**src/rtl/uart_tx_arbiter_if.sv**
```systemverilog
// Bundle of requester-side and buart-side signals around the UART TX arbiter.
// The slave modport is the arbiter. The master modport is its environment:
// the two byte producers and the buart transmitter.
interface uart_tx_arbiter_if;
  logic       a_wr;
  logic [7:0] a_data;
  logic       a_lock;
  logic       a_full;
  logic       b_wr;
  logic [7:0] b_data;
  logic       b_lock;
  logic       b_full;
  logic [1:0] ovf;
  logic       owner;
  logic       locked;
  logic       uart_wr;
  logic [7:0] uart_tx_data;
  logic       uart_busy;

  modport master (
    output a_wr, a_data, a_lock, b_wr, b_data, b_lock, uart_busy,
    input  a_full, b_full, ovf, owner, locked, uart_wr, uart_tx_data
  );

  modport slave (
    input  a_wr, a_data, a_lock, b_wr, b_data, b_lock, uart_busy,
    output a_full, b_full, ovf, owner, locked, uart_wr, uart_tx_data
  );
endinterface

```
**src/rtl/uart_tx_arbiter.sv**
```systemverilog
// Round-robin arbiter sharing one buart transmitter between requester A and
// requester B. Each requester has a one-byte holding register. An optional
// per-requester lock keeps multi-byte packets together. The FSM hides the
// one-cycle lag between the buart wr strobe and its busy flag.
module uart_tx_arbiter #(
  parameter int LOCK_TIMEOUT = 4096,
  parameter int CNT_W        = 13
) (
  input logic              clk,
  input logic              reset,
  uart_tx_arbiter_if.slave bus
);

  typedef enum logic [1:0] {IDLE, ISSUE, SETTLE, DRAIN} state_t;

  state_t             state_q, state_d;
  logic [7:0]         hold_a_q, hold_a_d;
  logic [7:0]         hold_b_q, hold_b_d;
  logic [7:0]         tx_data_q, tx_data_d;
  logic               a_full_q, a_full_d;
  logic               b_full_q, b_full_d;
  logic [1:0]         ovf_q, ovf_d;
  logic               owner_q, owner_d;
  logic               locked_q, locked_d;
  logic [CNT_W-1:0]   cnt_q, cnt_d;
  logic [CNT_W-1:0]   cnt_inc;
  logic               owner_lock;
  logic               owner_full;
  logic               lock_eff;
  logic               go;
  logic               sel;

  assign owner_lock = owner_q ? bus.b_lock : bus.a_lock;
  assign owner_full = owner_q ? b_full_q : a_full_q;
  assign cnt_inc    = cnt_q + 1'b1;

  // Holding registers: capture when empty, flag overrun when occupied,
  // release the granted requester's register at the end of ISSUE.
  always_comb begin
    hold_a_d = hold_a_q;
    hold_b_d = hold_b_q;
    a_full_d = a_full_q;
    b_full_d = b_full_q;
    ovf_d    = ovf_q;
    if (state_q == ISSUE && !owner_q) a_full_d = 1'b0;
    if (state_q == ISSUE &&  owner_q) b_full_d = 1'b0;
    if (bus.a_wr) begin
      if (a_full_q) begin
        ovf_d[0] = 1'b1;
      end else begin
        hold_a_d = bus.a_data;
        a_full_d = 1'b1;
      end
    end
    if (bus.b_wr) begin
      if (b_full_q) begin
        ovf_d[1] = 1'b1;
      end else begin
        hold_b_d = bus.b_data;
        b_full_d = 1'b1;
      end
    end
  end

  // Arbitration FSM with lock release and lock timeout counter.
  always_comb begin
    state_d   = state_q;
    owner_d   = owner_q;
    locked_d  = locked_q;
    tx_data_d = tx_data_q;
    cnt_d     = '0;
    lock_eff  = locked_q;
    go        = 1'b0;
    sel       = owner_q;
    case (state_q)
      IDLE: begin
        if (locked_q) begin
          if (!owner_lock) begin
            // Owner let go: normal arbitration applies this same cycle.
            locked_d = 1'b0;
            lock_eff = 1'b0;
          end else if (!owner_full) begin
            cnt_d = cnt_inc;
            if (LOCK_TIMEOUT != 0 && cnt_inc == CNT_W'(LOCK_TIMEOUT)) begin
              locked_d = 1'b0;
              cnt_d    = '0;
            end
          end
        end
        if (lock_eff) begin
          go  = owner_full;
          sel = owner_q;
        end else if (a_full_q && b_full_q) begin
          go  = 1'b1;
          sel = ~owner_q;
        end else if (a_full_q) begin
          go  = 1'b1;
          sel = 1'b0;
        end else if (b_full_q) begin
          go  = 1'b1;
          sel = 1'b1;
        end
        if (go && !bus.uart_busy) begin
          state_d   = ISSUE;
          owner_d   = sel;
          tx_data_d = sel ? hold_b_q : hold_a_q;
        end
      end
      ISSUE: begin
        locked_d = owner_lock;
        state_d  = SETTLE;
      end
      // buart raises busy one cycle after wr, so busy is not trusted here.
      SETTLE: state_d = DRAIN;
      DRAIN: begin
        if (!bus.uart_busy) state_d = IDLE;
      end
      default: state_d = IDLE;
    endcase
  end

  // Control state register with synchronous reset.
  always_ff @(posedge clk) begin
    if (reset) begin
      state_q   <= IDLE;
      a_full_q  <= 1'b0;
      b_full_q  <= 1'b0;
      ovf_q     <= 2'b00;
      owner_q   <= 1'b1;
      locked_q  <= 1'b0;
      cnt_q     <= '0;
      tx_data_q <= 8'h00;
    end else begin
      state_q   <= state_d;
      a_full_q  <= a_full_d;
      b_full_q  <= b_full_d;
      ovf_q     <= ovf_d;
      owner_q   <= owner_d;
      locked_q  <= locked_d;
      cnt_q     <= cnt_d;
      tx_data_q <= tx_data_d;
    end
  end

  // Holding data registers; contents are only meaningful while full is set.
  always_ff @(posedge clk) begin
    hold_a_q <= hold_a_d;
    hold_b_q <= hold_b_d;
  end

  assign bus.a_full       = a_full_q;
  assign bus.b_full       = b_full_q;
  assign bus.ovf          = ovf_q;
  assign bus.owner        = owner_q;
  assign bus.locked       = locked_q;
  assign bus.uart_tx_data = tx_data_q;
  assign bus.uart_wr      = (state_q == ISSUE) && !reset;

endmodule

```
**src/flat_wrapper.sv**
```systemverilog
// flat-port wrapper written by rule: the top's interface ports become plain ports
module uart_tx_arbiter_flat 
#(
  parameter int LOCK_TIMEOUT = 4096,
  parameter int CNT_W        = 13
)
  (clk, reset, bus_a_wr, bus_a_data, bus_a_lock, bus_b_wr, bus_b_data, bus_b_lock, bus_uart_busy, bus_a_full, bus_b_full, bus_ovf, bus_owner, bus_locked, bus_uart_wr, bus_uart_tx_data);
  uart_tx_arbiter_if bus_i ();
  input logic clk;
  input logic reset;
  input wire logic [$bits(bus_i.a_wr)-1:0] bus_a_wr;
  input wire logic [$bits(bus_i.a_data)-1:0] bus_a_data;
  input wire logic [$bits(bus_i.a_lock)-1:0] bus_a_lock;
  input wire logic [$bits(bus_i.b_wr)-1:0] bus_b_wr;
  input wire logic [$bits(bus_i.b_data)-1:0] bus_b_data;
  input wire logic [$bits(bus_i.b_lock)-1:0] bus_b_lock;
  input wire logic [$bits(bus_i.uart_busy)-1:0] bus_uart_busy;
  output wire logic [$bits(bus_i.a_full)-1:0] bus_a_full;
  output wire logic [$bits(bus_i.b_full)-1:0] bus_b_full;
  output wire logic [$bits(bus_i.ovf)-1:0] bus_ovf;
  output wire logic [$bits(bus_i.owner)-1:0] bus_owner;
  output wire logic [$bits(bus_i.locked)-1:0] bus_locked;
  output wire logic [$bits(bus_i.uart_wr)-1:0] bus_uart_wr;
  output wire logic [$bits(bus_i.uart_tx_data)-1:0] bus_uart_tx_data;
  assign bus_i.a_wr = bus_a_wr;
  assign bus_i.a_data = bus_a_data;
  assign bus_i.a_lock = bus_a_lock;
  assign bus_i.b_wr = bus_b_wr;
  assign bus_i.b_data = bus_b_data;
  assign bus_i.b_lock = bus_b_lock;
  assign bus_i.uart_busy = bus_uart_busy;
  assign bus_a_full = bus_i.a_full;
  assign bus_b_full = bus_i.b_full;
  assign bus_ovf = bus_i.ovf;
  assign bus_owner = bus_i.owner;
  assign bus_locked = bus_i.locked;
  assign bus_uart_wr = bus_i.uart_wr;
  assign bus_uart_tx_data = bus_i.uart_tx_data;
  uart_tx_arbiter #(.LOCK_TIMEOUT(LOCK_TIMEOUT), .CNT_W(CNT_W)) u_core (.clk(clk), .reset(reset), .bus(bus_i));
endmodule
```
**config.mk**
```make
export PLATFORM = sky130hd
export DESIGN_NAME = uart_tx_arbiter_flat
export DESIGN_NICKNAME = d
export VERILOG_FILES = /design/src/rtl/uart_tx_arbiter_if.sv /design/src/rtl/uart_tx_arbiter.sv /design/src/flat_wrapper.sv
export SDC_FILE = /design/constraint.sdc
export NUM_CORES = 1
export LEC_CHECK = 0
export ABC_AREA = 1
export ABC_CLOCK_PERIOD_IN_PS = 2400
export BUFFER_PORTS_ARGS = -buffer_cell sky130_fd_sc_hd__buf_2
export CORE_MARGIN = 4
export CORE_UTILIZATION = 45
export DETAILED_ROUTE_END_ITERATION = 16
export PLACE_DENSITY = 0.76
export REMOVE_ABC_BUFFERS = 1
export SYNTH_ARGS = -nofsm -noshare
export SYNTH_HDL_FRONTEND = slang
export SYNTH_SLANG_ARGS = --single-unit
```
**constraint.sdc**
```tcl
create_clock -name clk -period 2.4 [get_ports clk]
set_clock_uncertainty 0.2 [all_clocks]
set_input_delay 0.24 -clock clk [delete_from_list [all_inputs] [get_ports clk]]
set_output_delay 0.24 -clock clk [all_outputs]
set_load 0.02 [all_outputs]
```
==> results.sh <==
export IMPL_status="complete, no violations"
export IMPL_finalNonFillerCells=350
export IMPL_drtPass1Iterations=4
export IMPL_synth_top_area_share=0.291
export IMPL_postSynthAreaPerCell_um2=8.21
export IMPL_use_met3=0.0446
export IMPL_switching_share=0.301
export IMPL_post_cts_resized=0
export IMPL_synthXorXnorAreaFrac=0.00878
export IMPL_yosys_top_cells_count="nand2_1 (52), nor2_1 (48), dfxtp_1 (29), inv_1 (26), a21oi_1 (19)"
export IMPL_drt_initial_drc_count=54
export IMPL_setup_tns_ns=0
export IMPL_postCtsSetupRepairBufs=0
export IMPL_fin_area_mm2=0.00248
export IMPL_min_path_cells=3
export IMPL_io_buffer_count=37
export IMPL_yosysSeqAreaShare=0.532
export IMPL_dp_cells=326
export IMPL_maxCapViolations=0
export IMPL_cts_max_level=2
export IMPL_synth_top_family_by_area="simple AND/OR/NAND/NOR gates"
export IMPL_syn_area_mm2=0.00199
export IMPL_finalCriticalPeriod_ns=2.04
export IMPL_gp_congestion=0.843
export IMPL_num_rows=23
export IMPL_synth_mux_area_frac=0
export IMPL_p_clk_frac=0.294
export IMPL_grt_overflow=0
export IMPL_powerDensity_mw_per_mm2=768
export IMPL_post_drt_wl_per_cell_um=11.3
export IMPL_pwr_share_comb=0.227
export IMPL_worstPathMaxFanout=13
export IMPL_initial_core_util=0.481
export IMPL_drt_total_wl_um=3970
export IMPL_dieArea_mm2=0.00556
export IMPL_hold_viol=0
export IMPL_grt_pass1_vias=1587
export IMPL_ios=38
export IMPL_startpoint_type="flop"
export IMPL_utilization=0.599
export IMPL_die_h_um=74.6
export IMPL_numCtsBuffers=5
export IMPL_syn_inst=243
export IMPL_clk_pin_slew_ns=0.08
export IMPL_clock_latency_ns=0.30
export IMPL_drive_gt1_frac=0.180
export IMPL_grt_usage=0.165
export IMPL_worst_pin_slew_ns=0.615
export IMPL_pre_cts_ws_ns=0.359
export IMPL_rsz0062_at_grt="false"
export IMPL_core_mm2=0.00414
export IMPL_ys_async_sr_fraction=0
export IMPL_cts_sinks=45
export IMPL_synth_seq_cells=45
export IMPL_grt_pass1_wl_um=6980
export IMPL_power_switching_mw=0.574
export IMPL_nFillCells=391
export IMPL_vias_per_cell=4.66
export IMPL_fmax_mhz=491
export IMPL_remaining_drc_errors=0
export IMPL_crit_arrival_ns=2.02
export IMPL_hpwl_um=2810
export IMPL_fp_dieW_um=74.6
export IMPL_worstPathRequired_ns=2.38
export IMPL_vdd_drop_max_mv=0.431
export IMPL_synth_cell_types=24
export IMPL_clock_path_buffers=2
export IMPL_p_leak_nw=1.07
export IMPL_antenna_found_initial=0
export IMPL_grt_use_met1=0.204
export IMPL_syn2layout_area_growth_pct=24.5
export IMPL_reg2regPathDepth=12
export IMPL_crit_type="flop to flop"
export IMPL_synth_simple_area_share=0.252
export IMPL_n_antenna_cell=0
export IMPL_synth_compound_area_frac=0.104
export IMPL_maxSlewViolCount=0
export IMPL_busiest_layer="met2"
export IMPL_cts_tree="yes"
export IMPL_seqPwrFrac=0.479
export IMPL_vias=1631
export IMPL_place_area_mm2=0.00221
export IMPL_grt_max_degree=17
export IMPL_internal_power_mw=1.33
export IMPL_synth_edff_count=16
export IMPL_synth_ff_type="dfxtp_1"
export IMPL_synthTopCellsByArea="dfxtp_1 (29%), edfxtp_1 (24%), nand2_1 (9.8%)"
export IMPL_grtUsageMet2=0.273
export IMPL_ctsRootBufferMaster="clkbuf_8"
export IMPL_synth_fa_ha_area_frac=0.0376
export IMPL_layout_setup_ws_ns=0.362
export IMPL_ys_warn_count=0
export IMPL_maxSlewHeadroom=0.588
export IMPL_endpoint_kind="flop"
export IMPL_setup_viol=0
export IMPL_layout_nets=328
export IMPL_min_period_over_period=0.849
export IMPL_ant_nets=0
export IMPL_hold_path_class="input pin to flop"
export IMPL_yosysMostFrequentCell="nand2_1"
export IMPL_synth_area_leader_cell="dfxtp_1"
## per-layer routing
metal	share of wire	vias up
li1	-	888
met1	0.44	710
met2	0.51	26
met3	0.038	7
met4	0.015	0
met5	0	-
## power by group through the flow
stage          sequential [mW]  clock [mW]  combinational (mW)
2_1_floorplan            0.966           0               0.248
5_1_grt                  0.923       0.607               0.496
3_3_place_gp             0.929           0               0.401
3_5_place_dp             0.929           0               0.415
4_1_cts                  0.913       0.578               0.438
6_report                 0.914       0.561               0.433
## state kept, by name, summed over array words and instances, names as in the netlist
name / flops
u_core.hold_b_q: 8
u_core.state_q: 2
u_core.bus.b_full: 1
u_core.bus.owner: 1
u_core.hold_a_q: 8
u_core.bus.locked: 1
u_core.bus.a_full: 1
u_core.bus.ovf: 2
u_core.cnt_q: 13
u_core.bus.uart_tx_data: 8
## layout make-up
type                    count  area (µm²)  share of cell area
multi-input cells         167         802               0.323
clock inverters             2        38.8              0.0156
inverters                  27         101              0.0408
flip-flops and latches     45        1060               0.427
clock buffers               6        72.6              0.0292
repair buffers             53         345               0.139
well taps                  50        62.6              0.0252
## placed cells by master, fill, tap and decap left out, drive strengths merged
master,synthesis,final
buf,2,37
o31a,1,1
clkbuf,2,6
clkinv,0,1
dfxtp,29,29
xnor2,1,1
dlygate4sd3,0,16
xor2,1,1
nand3,7,7
inv,27,27
nor3,2,2
a21oi,21,21
ha,6,6
nor2,52,52
a31oi,1,1
nand2,55,55
nand3b,2,2
o21ai,16,16
bufinv,0,1
nand4,2,2
edfxtp,16,16
## kinds of logic after synthesis
group,count (synthesis)
buf+inv,31
xor+xnor,2
flops,45
simple gates,120
fa+ha+maj,6
compound gates,39
## final timing paths
| check | start | to | slack (ns) |
|---|---|---|---|
| worst max-delay path | u_core.cnt_q[0] | u_core.cnt_q[2] | 0.36 |
| worst min-delay path | bus_b_wr | u_core.bus.ovf[1] | 0.01 |
| worst max register to register | u_core.cnt_q[0] | u_core.cnt_q[2] | 0.36 |
| worst min register to register | u_core.bus.uart_tx_data[5] | u_core.bus.uart_tx_data[5] | 0.27 |
## worst max-delay path, cell delays in order (launching register included)
cell and delay, ns:
dfxtp_1 0.38, ha_1 0.21, nand2_1 0.09, nor2_2 0.18, nand2_1 0.08, nand2_1 0.09, nand2_1 0.06, nor2_1 0.09
nand2_1 0.05, nor2_1 0.11, nand2_1 0.08, nand2_2 0.22, nor3_1 0.08
## metrics by stage
step           power [mW]  hold slack [ns]
2_1_floorplan        1.21            0.109
3_3_place_gp         1.33            0.217
3_5_place_dp         1.34            0.218
4_1_cts              1.93          0.00410
5_1_grt              2.03           0.0486
6_report             1.91           0.0111
## repair_timing
item                                    CTS  global route
endpoints found under the hold margin    16             0
endpoints found under the setup margin    0             0
hold buffers                             16             0
Note: power is estimated with default switching activity, not from simulation.
